==> src/rtl/seven_segment_scanner.sv <==
`default_nettype none
// ============================================================================
// Module      : seven_segment_scanner
// Description : Multiplexed seven-segment display driver. Scans DIGIT_COUNT
//               hex digits at a programmable refresh rate. A loaded value is
//               held in a shadow register and committed only at a frame
//               boundary, so a frame never shows a mix of old and new digits.
//               Digits can be blanked individually with digit_enable.
//               Optional macro LEADING_ZERO_BLANK_EN also blanks leading zeros.
// Revision    : 1.0 - initial release
// ============================================================================
module seven_segment_scanner #(
    parameter int DIGIT_COUNT    = 4,
    parameter int REFRESH_DIVIDE = 100000,
    parameter bit ACTIVE_LOW     = 1'b1
) (
    input  logic                         clock,
    input  logic                         reset_n,
    input  logic                         load,
    input  logic [4*DIGIT_COUNT-1:0]     value,
    input  logic [DIGIT_COUNT-1:0]       digit_enable,
    output logic [DIGIT_COUNT-1:0]       anode,
    output logic [6:0]                   segment,
    output logic [((DIGIT_COUNT > 1) ? $clog2(DIGIT_COUNT) : 1)-1:0] digit_index,
    output logic                         frame_done,
    output logic                         pending
);

    localparam int IDX_W = (DIGIT_COUNT > 1) ? $clog2(DIGIT_COUNT) : 1;
    localparam int CNT_W = (REFRESH_DIVIDE > 1) ? $clog2(REFRESH_DIVIDE) : 1;
    localparam logic [IDX_W-1:0]       LAST_IDX   = IDX_W'(DIGIT_COUNT - 1);
    localparam logic [CNT_W-1:0]       LAST_CNT   = CNT_W'(REFRESH_DIVIDE - 1);
    // XOR masks that turn active-high internal levels into pin polarity;
    // they are also the "everything off" pin levels.
    localparam logic [DIGIT_COUNT-1:0] ANODE_POL  = ACTIVE_LOW ? '1 : '0;
    localparam logic [6:0]             SEG_POL    = ACTIVE_LOW ? 7'h7F : 7'h00;

    logic [CNT_W-1:0]           prescale;
    logic [4*DIGIT_COUNT-1:0]   shadow;
    logic [4*DIGIT_COUNT-1:0]   display;
    logic                       tick;
    logic                       wrap;
    logic [3:0]                 nibble;
    logic [6:0]                 hex_seg;
    logic [DIGIT_COUNT-1:0]     lz_blank;
    logic                       blank;
    logic [DIGIT_COUNT-1:0]     anode_on;

    assign tick = (prescale == LAST_CNT);
    assign wrap = tick && (digit_index == LAST_IDX);

    // Refresh prescaler: one tick every REFRESH_DIVIDE cycles
    always_ff @(posedge clock or negedge reset_n) begin
        if (!reset_n)
            prescale <= '0;
        else if (tick)
            prescale <= '0;
        else
            prescale <= prescale + 1'b1;
    end

    // Digit scan index and frame boundary pulse, registered together
    always_ff @(posedge clock or negedge reset_n) begin
        if (!reset_n) begin
            digit_index <= '0;
            frame_done  <= 1'b0;
        end else begin
            frame_done <= wrap;
            if (tick)
                digit_index <= (digit_index == LAST_IDX) ? '0 : digit_index + 1'b1;
        end
    end

    // Shadow capture and tear-free commit at the frame wrap; a load landing
    // on the wrap tick bypasses the shadow and never raises pending
    always_ff @(posedge clock or negedge reset_n) begin
        if (!reset_n) begin
            shadow  <= '0;
            display <= '0;
            pending <= 1'b0;
        end else begin
            if (load)
                shadow <= value;
            if (wrap && (pending || load)) begin
                display <= load ? value : shadow;
                pending <= 1'b0;
            end else if (load) begin
                pending <= 1'b1;
            end
        end
    end

    // Leading-zero blank mask, derived from the committed display only
`ifdef LEADING_ZERO_BLANK_EN
    logic zero_run;
    always_comb begin
        lz_blank = '0;
        zero_run = 1'b1;
        for (int i = DIGIT_COUNT - 1; i > 0; i--) begin
            zero_run    = zero_run & (display[4*i +: 4] == 4'h0);
            lz_blank[i] = zero_run;
        end
    end
`else
    always_comb begin
        lz_blank = '0;
    end
`endif

    // Hex decode of the digit currently being scanned (active-high gfedcba)
    always_comb begin
        nibble   = display[{digit_index, 2'b00} +: 4];
        blank    = ~digit_enable[digit_index] | lz_blank[digit_index];
        anode_on = DIGIT_COUNT'(1) << digit_index;
        hex_seg  = 7'h00;
        case (nibble)
            4'h0: hex_seg = 7'h3F;
            4'h1: hex_seg = 7'h06;
            4'h2: hex_seg = 7'h5B;
            4'h3: hex_seg = 7'h4F;
            4'h4: hex_seg = 7'h66;
            4'h5: hex_seg = 7'h6D;
            4'h6: hex_seg = 7'h7D;
            4'h7: hex_seg = 7'h07;
            4'h8: hex_seg = 7'h7F;
            4'h9: hex_seg = 7'h6F;
            4'hA: hex_seg = 7'h77;
            4'hB: hex_seg = 7'h7C;
            4'hC: hex_seg = 7'h39;
            4'hD: hex_seg = 7'h5E;
            4'hE: hex_seg = 7'h79;
            default: hex_seg = 7'h71;
        endcase
    end

    // Registered pin drivers, one cycle behind the index/display state
    always_ff @(posedge clock or negedge reset_n) begin
        if (!reset_n) begin
            anode   <= ANODE_POL;
            segment <= SEG_POL;
        end else begin
            anode   <= (blank ? '0 : anode_on) ^ ANODE_POL;
            segment <= (blank ? 7'h00 : hex_seg) ^ SEG_POL;
        end
    end

endmodule
`default_nettype wire
==> config.mk <==
export PLATFORM = sky130hd
export DESIGN_NAME = seven_segment_scanner
export DESIGN_NICKNAME = d
export VERILOG_FILES = /design/src/rtl/seven_segment_scanner.sv
export SDC_FILE = /design/constraint.sdc
export NUM_CORES = 1
export LEC_CHECK = 0
export CORE_MARGIN = 3
export CORE_UTILIZATION = 50
export DETAILED_ROUTE_END_ITERATION = 8
export PLACE_DENSITY = 0.73
export REMOVE_ABC_BUFFERS = 1
export SKIP_LAST_GASP = 1
export SYNTH_ARGS = -nofsm -noshare
export SYNTH_HDL_FRONTEND = slang
export SYNTH_SLANG_ARGS = --single-unit
==> constraint.sdc <==
create_clock -name clock -period 2.25 [get_ports clock]
set_input_delay 0.45 -clock clock [delete_from_list [all_inputs] [get_ports clock]]
set_output_delay 0.45 -clock clock [all_outputs]
set_load 0.05 [all_outputs]
== Word level (Yosys, flattened, before mapping) ==
Memories as Yosys holds them, arrays and structs flattened.
Index checks and enable logic that the tools add are counted.

* Output and inout bits: 15
* Input port bits: 23
* Register bits after elaboration: 64
* Memories: 1
* Logic and storage cells: 35
* ROM bits: 112

{| class="wikitable"
|+ Memory list
! memory !! depth !! width !! read ports !! clocked after memory_dff !! write ports !! RTL line !! source
|-
| (no name shown) || 16 || 7 || 1 || 0 || 0 || 116 || <nowiki>case (nibble)</nowiki>
|}

* Equal/unequal tests: 2
* Reductions and logical operators: 4
* Add/subtract/negate cells: 2
* $lt $le $gt $ge: 1
* Bitwise gates (word level): 4
* Shifts and indexed selects: 2
* Multiplexer cells: 11

{| class="wikitable"
|+ Operators with widths
! cell !! count
|-
| $add 17x1->17 const B || 1
|-
| $eq 17x17->1 const B || 1
|-
| $mux 17 || 1
|-
| $mux 16 || 1
|-
| $shiftx 16x5->4 || 1
|-
| $mux 7 || 1
|-
| $not 7->7 || 1
|-
| $bmux 1 s2 || 2
|-
| $mux 1 || 4
|-
| $mux 4 || 1
|-
| $not 4->4 || 1
|-
| $shl 1x2->4 const A || 1
|-
| $lt 2x3->1 const B || 1
|-
| $add 2x1->2 const B || 1
|-
| $eq 2x2->1 const B || 1
|-
| $logic_and 1x1->1 || 2
|-
| $mux 2 || 1
|-
| $reduce_bool 2->1 || 1
|-
| $logic_or 1x1->1 || 1
|-
| $not 1->1 || 1
|-
| $or 1x1->1 || 1
|}

== Longest topological paths before layout ==
* Depth in word-level cells: 6
* Mapped depth: 8
* Mapped depth without buffers: 6

== Worst setup path after synthesis ==
No wires, ideal clock.

* Path type: reg2reg
* Start: register digit_index[0] in the netlist's numbering
* End: register segment[3]
* Data arrival time: 2.295 ns
* Cell stages (with the launch flop): 8
* Setup slack: -0.125 ns
* Period minus slack after synthesis: 2.375 ns
* Library setup time: 0.080 ns
* Path through: dfrtp_1 buf_6 mux4_2 inv_1 ha_1 inv_1 mux4_2 nand2b_1

* Cells in the longest elaborated chain, start to end: 6
* Elaborated cells between the ends (all ways): 10
* Classes of those cells: shift: 1; mux: 5; bitwise: 3; memory: 1

{| class="wikitable"
|+ RTL lines
! what !! RTL line !! source
|-
| start: declaration || 24 || <nowiki>output logic [((DIGIT_COUNT > 1) ? $clog2(DIGIT_COUNT) : 1)-1:0] digit_index,</nowiki>
|-
| start signal: assignment || 70 || <nowiki>digit_index <= (digit_index == LAST_IDX) ? '0 : digit_index + 1'b1;</nowiki>
|-
| branches (longest 4 deep; another with $mem_v2 16x7) || n/a ||
|-
| $mux 7 * || 143 || <nowiki>segment <= (blank ? 7'h00 : hex_seg) ^ SEG_POL;</nowiki>
|-
| $not 7->7 (no line) * || n/a ||
|-
| end signal: assignment || 143 ||
|-
| end: declaration || 23 || <nowiki>output logic [6:0] segment,</nowiki>
|}

Mark *: on every way between the ends. The select of a mux whose other input is x is not followed.
A chain may end at the register's enable or synchronous reset.

== Final worst setup path ==
* Start: register segment[4]
* End: output segment[4]

No word-level cell between the ends.

==> results.cfg <==
[cts]
cts_sinks = 64
cts_htree_levels = 3
cts_tree = built
postCtsSetupBuffers = 0
cts_root_buf = clkbuf_8
cts_resized = 1
clock_latency_ns = 0.33
clockBufferDepth = 2
cts_buffers = 9
clkTransAtPathRegs_ns = 0.07
holdBufCountCts = 0

[power]
netSwitchingFraction_pct = 23.8
p_int_mw = 1.74
p_per_area_mw_per_mm2 = 638
power.total_mw = 2.29
power_frac_clock_pct = 36.7
leakage_nw = 1.59
p_seq_share_pct = 53.4
p_sw_mw = 0.545
ir_drop_v = 0.000394
pwr-share-comb_pct = 9.9

[floorplan]
pin_count = 38
start_util_pct = 52.7
die-area_mm2 = 0.00687
core_mm2 = 0.00561
die_w_um = 82.9
die_h_um = 82.9
placementRows = 27

[timing]
fmax_ghz = 0.477
finalSetupViolations = 0
worst_pin_slew_ns = 0.508
final_hold_viol_count = 0
slew_headroom_pct = 66.0
min_period_ns = 2.10
period_share_pct = 93.2
fin_skew_ns = 0.00672
slew_violations = 0
rsz0062_at_grt = no
setup_tns_ns = 0

[worst_setup_path]
arrival_ns = 1.65
worst_path_largest_cell_delay_ns = 0.80
cpMaxStageDelayCell = clkdlybuf4s50_1
critPathLaunchType = register
crit_chain = clkdlybuf4s50_1
crit_buf_inv = 1
required_ns = 1.80
endpoint_kind = output port
crit_path_max_fanout = 1
critical_path_class = reg2out
crit_family = buffers and inverters

[drt]
dr.pass1.iters = 4
via_per_inst = 5.25
drc = 0
dr_total_vias = 1806
drtAntennaViolNets = 0
drt_iter0_markers = 89
wl_per_cell_um = 15.4
totalWireLength_mm = 5.30

[layout]
syn_to_final_growth_pct = 21.3
drive_gt1_share_pct = 29.0
regArea_mm2 = 0.00162
final_common_cell = dfrtp_1
nFillCells = 448
fin_nets = 301
insertedDiodeCount = 0
final_area_mm2 = 0.00359
multi_input_area_mm2 = 0.00123
layout_common_cells = dfrtp_1, clkdlybuf4s50_1, mux2_2, nand2_1, nor2_1

[job]
drv_cap = 0

[synthesis]
synth_area_leader_cell = dfrtp_1
synth_top_area_share_pct = 44.9
yosys_warnings = 0
synth_cells = 219
avgSynthCellArea_um2 = 13.5
synth_area_leaders = dfrtp_1, dfstp_2, mux2_2, mux2_4, ha_1
yosysUniqueCellTypes = 38
synth-seq-area-share_pct = 54.6
syn_area_mm2 = 0.00296
yosys_register_bits = 64

[global_route]
overflow = 0
grt_first_pass_wirelength_mm = 9.16
first_global_vias = 1826
antenna_found_initial = 0
grt_start_max_net_pins = 65
track_usage_pct = 17.2

[placed_design]
portBuffers = 37
dpl_cell_area_mm2 = 0.00342
gp_congestion = 0.889
hpwl_mm = 3.84

[run_status]
outcome = finished, final reports clean

[worst_hold_path]
hp-class = in2async
sequential cells by signal (all words and copies together) (netlist names):
register and flops:
shadow 16, prescale 17, frame_done 1, anode 4, pending 1, digit_index 2, segment 7, display 16
final cells by class:
| class | instances | area share [%] |
|---|---|---|
| inverters | 9 | 0.942 |
| multi-input cells | 136 | 34.4 |
| well taps | 72 | 2.51 |
| repair buffers | 47 | 12.5 |
| clock buffers | 12 | 4.05 |
| flip-flops and latches | 64 | 45.0 |
| clock inverters | 4 | 0.558 |
power groups by stage:
stage          Sequential (mW)  Combinational, mW  Clock [mW]
6_report                  1.22              0.227       0.839
5_1_grt                   1.23              0.247       0.923
4_1_cts                   1.22              0.232       0.865
3_5_place_dp              1.24              0.231           0
3_3_place_gp              1.24              0.228           0
2_1_floorplan             1.28             0.0826           0
cells by family after synthesis:
group / synth area share, %
DFF: 54.6
and+or+nand+nor: 11.1
muxes: 18.7
buffers and inverters: 3.68
AOI/OAI and AO/OA: 3.34
xor gates and xnor gates: 3.85
adders and majority gates: 4.66
routing by layer:
layer	vias to the layer above	track usage [%]	share of wire, %
li1	867	-	-
met1	889	23.9	48
met2	42	24.4	45
met3	8	5.46	4.6
met4	0	8.02	2.0
met5	-	0	0
metrics by stage:
stage	setup WS (ns)	hold WS (ns)	std cells	util (%)
after floorplan	-0.178	0.154	209	-
after global placement	0.205	0.439	328	61.0
after detailed placement	0.159	0.450	328	61.0
after CTS	0.125	0.116	344	63.9
after global routing	0.0623	0.124	344	63.9
final	0.153	0.106	344	63.9
cell usage after synthesis:
cell / instances
dfrtp_1: 53
a21oi_1: 4
and4bb_2: 1
or4_1: 2
nor2b_1: 2
nor2_1: 13
xnor2_1: 4
inv_1: 9
mux2_4: 10
buf_2: 2
ha_1: 11
buf_6: 2
nand4_1: 7
o221ai_1: 4
or3_1: 3
or2_2: 1
mux4_2: 6
o22ai_1: 1
o31ai_1: 2
buf_4: 1
and2_1: 1
mux2_2: 23
buf_12: 1
and4bb_1: 1
o211ai_1: 1
xor2_1: 9
nand2b_1: 3
o21ai_1: 1
and3b_1: 1
clkbuf_1: 4
nand2_1: 13
nor4b_4: 1
mux2i_1: 1
and4_1: 2
dfstp_2: 11
nand3_1: 3
and3_1: 3
o21ai_0: 2
worst paths after layout:
kind	from	to	slack, ns	cells after the start
min in group clock	prescale[0]	prescale[0]	0.45	1
worst min-delay path	reset_n	prescale[16]	0.11	2
worst max-delay path	segment[4]	segment[4]	0.15	1
worst min register to register	prescale[0]	prescale[0]	0.45	1
max in group asynchronous	reset_n	segment[2]	1.82	2
worst max register to register	digit_index[0]	segment[3]	0.17	6
Note: power is estimated with default switching activity, not from simulation.
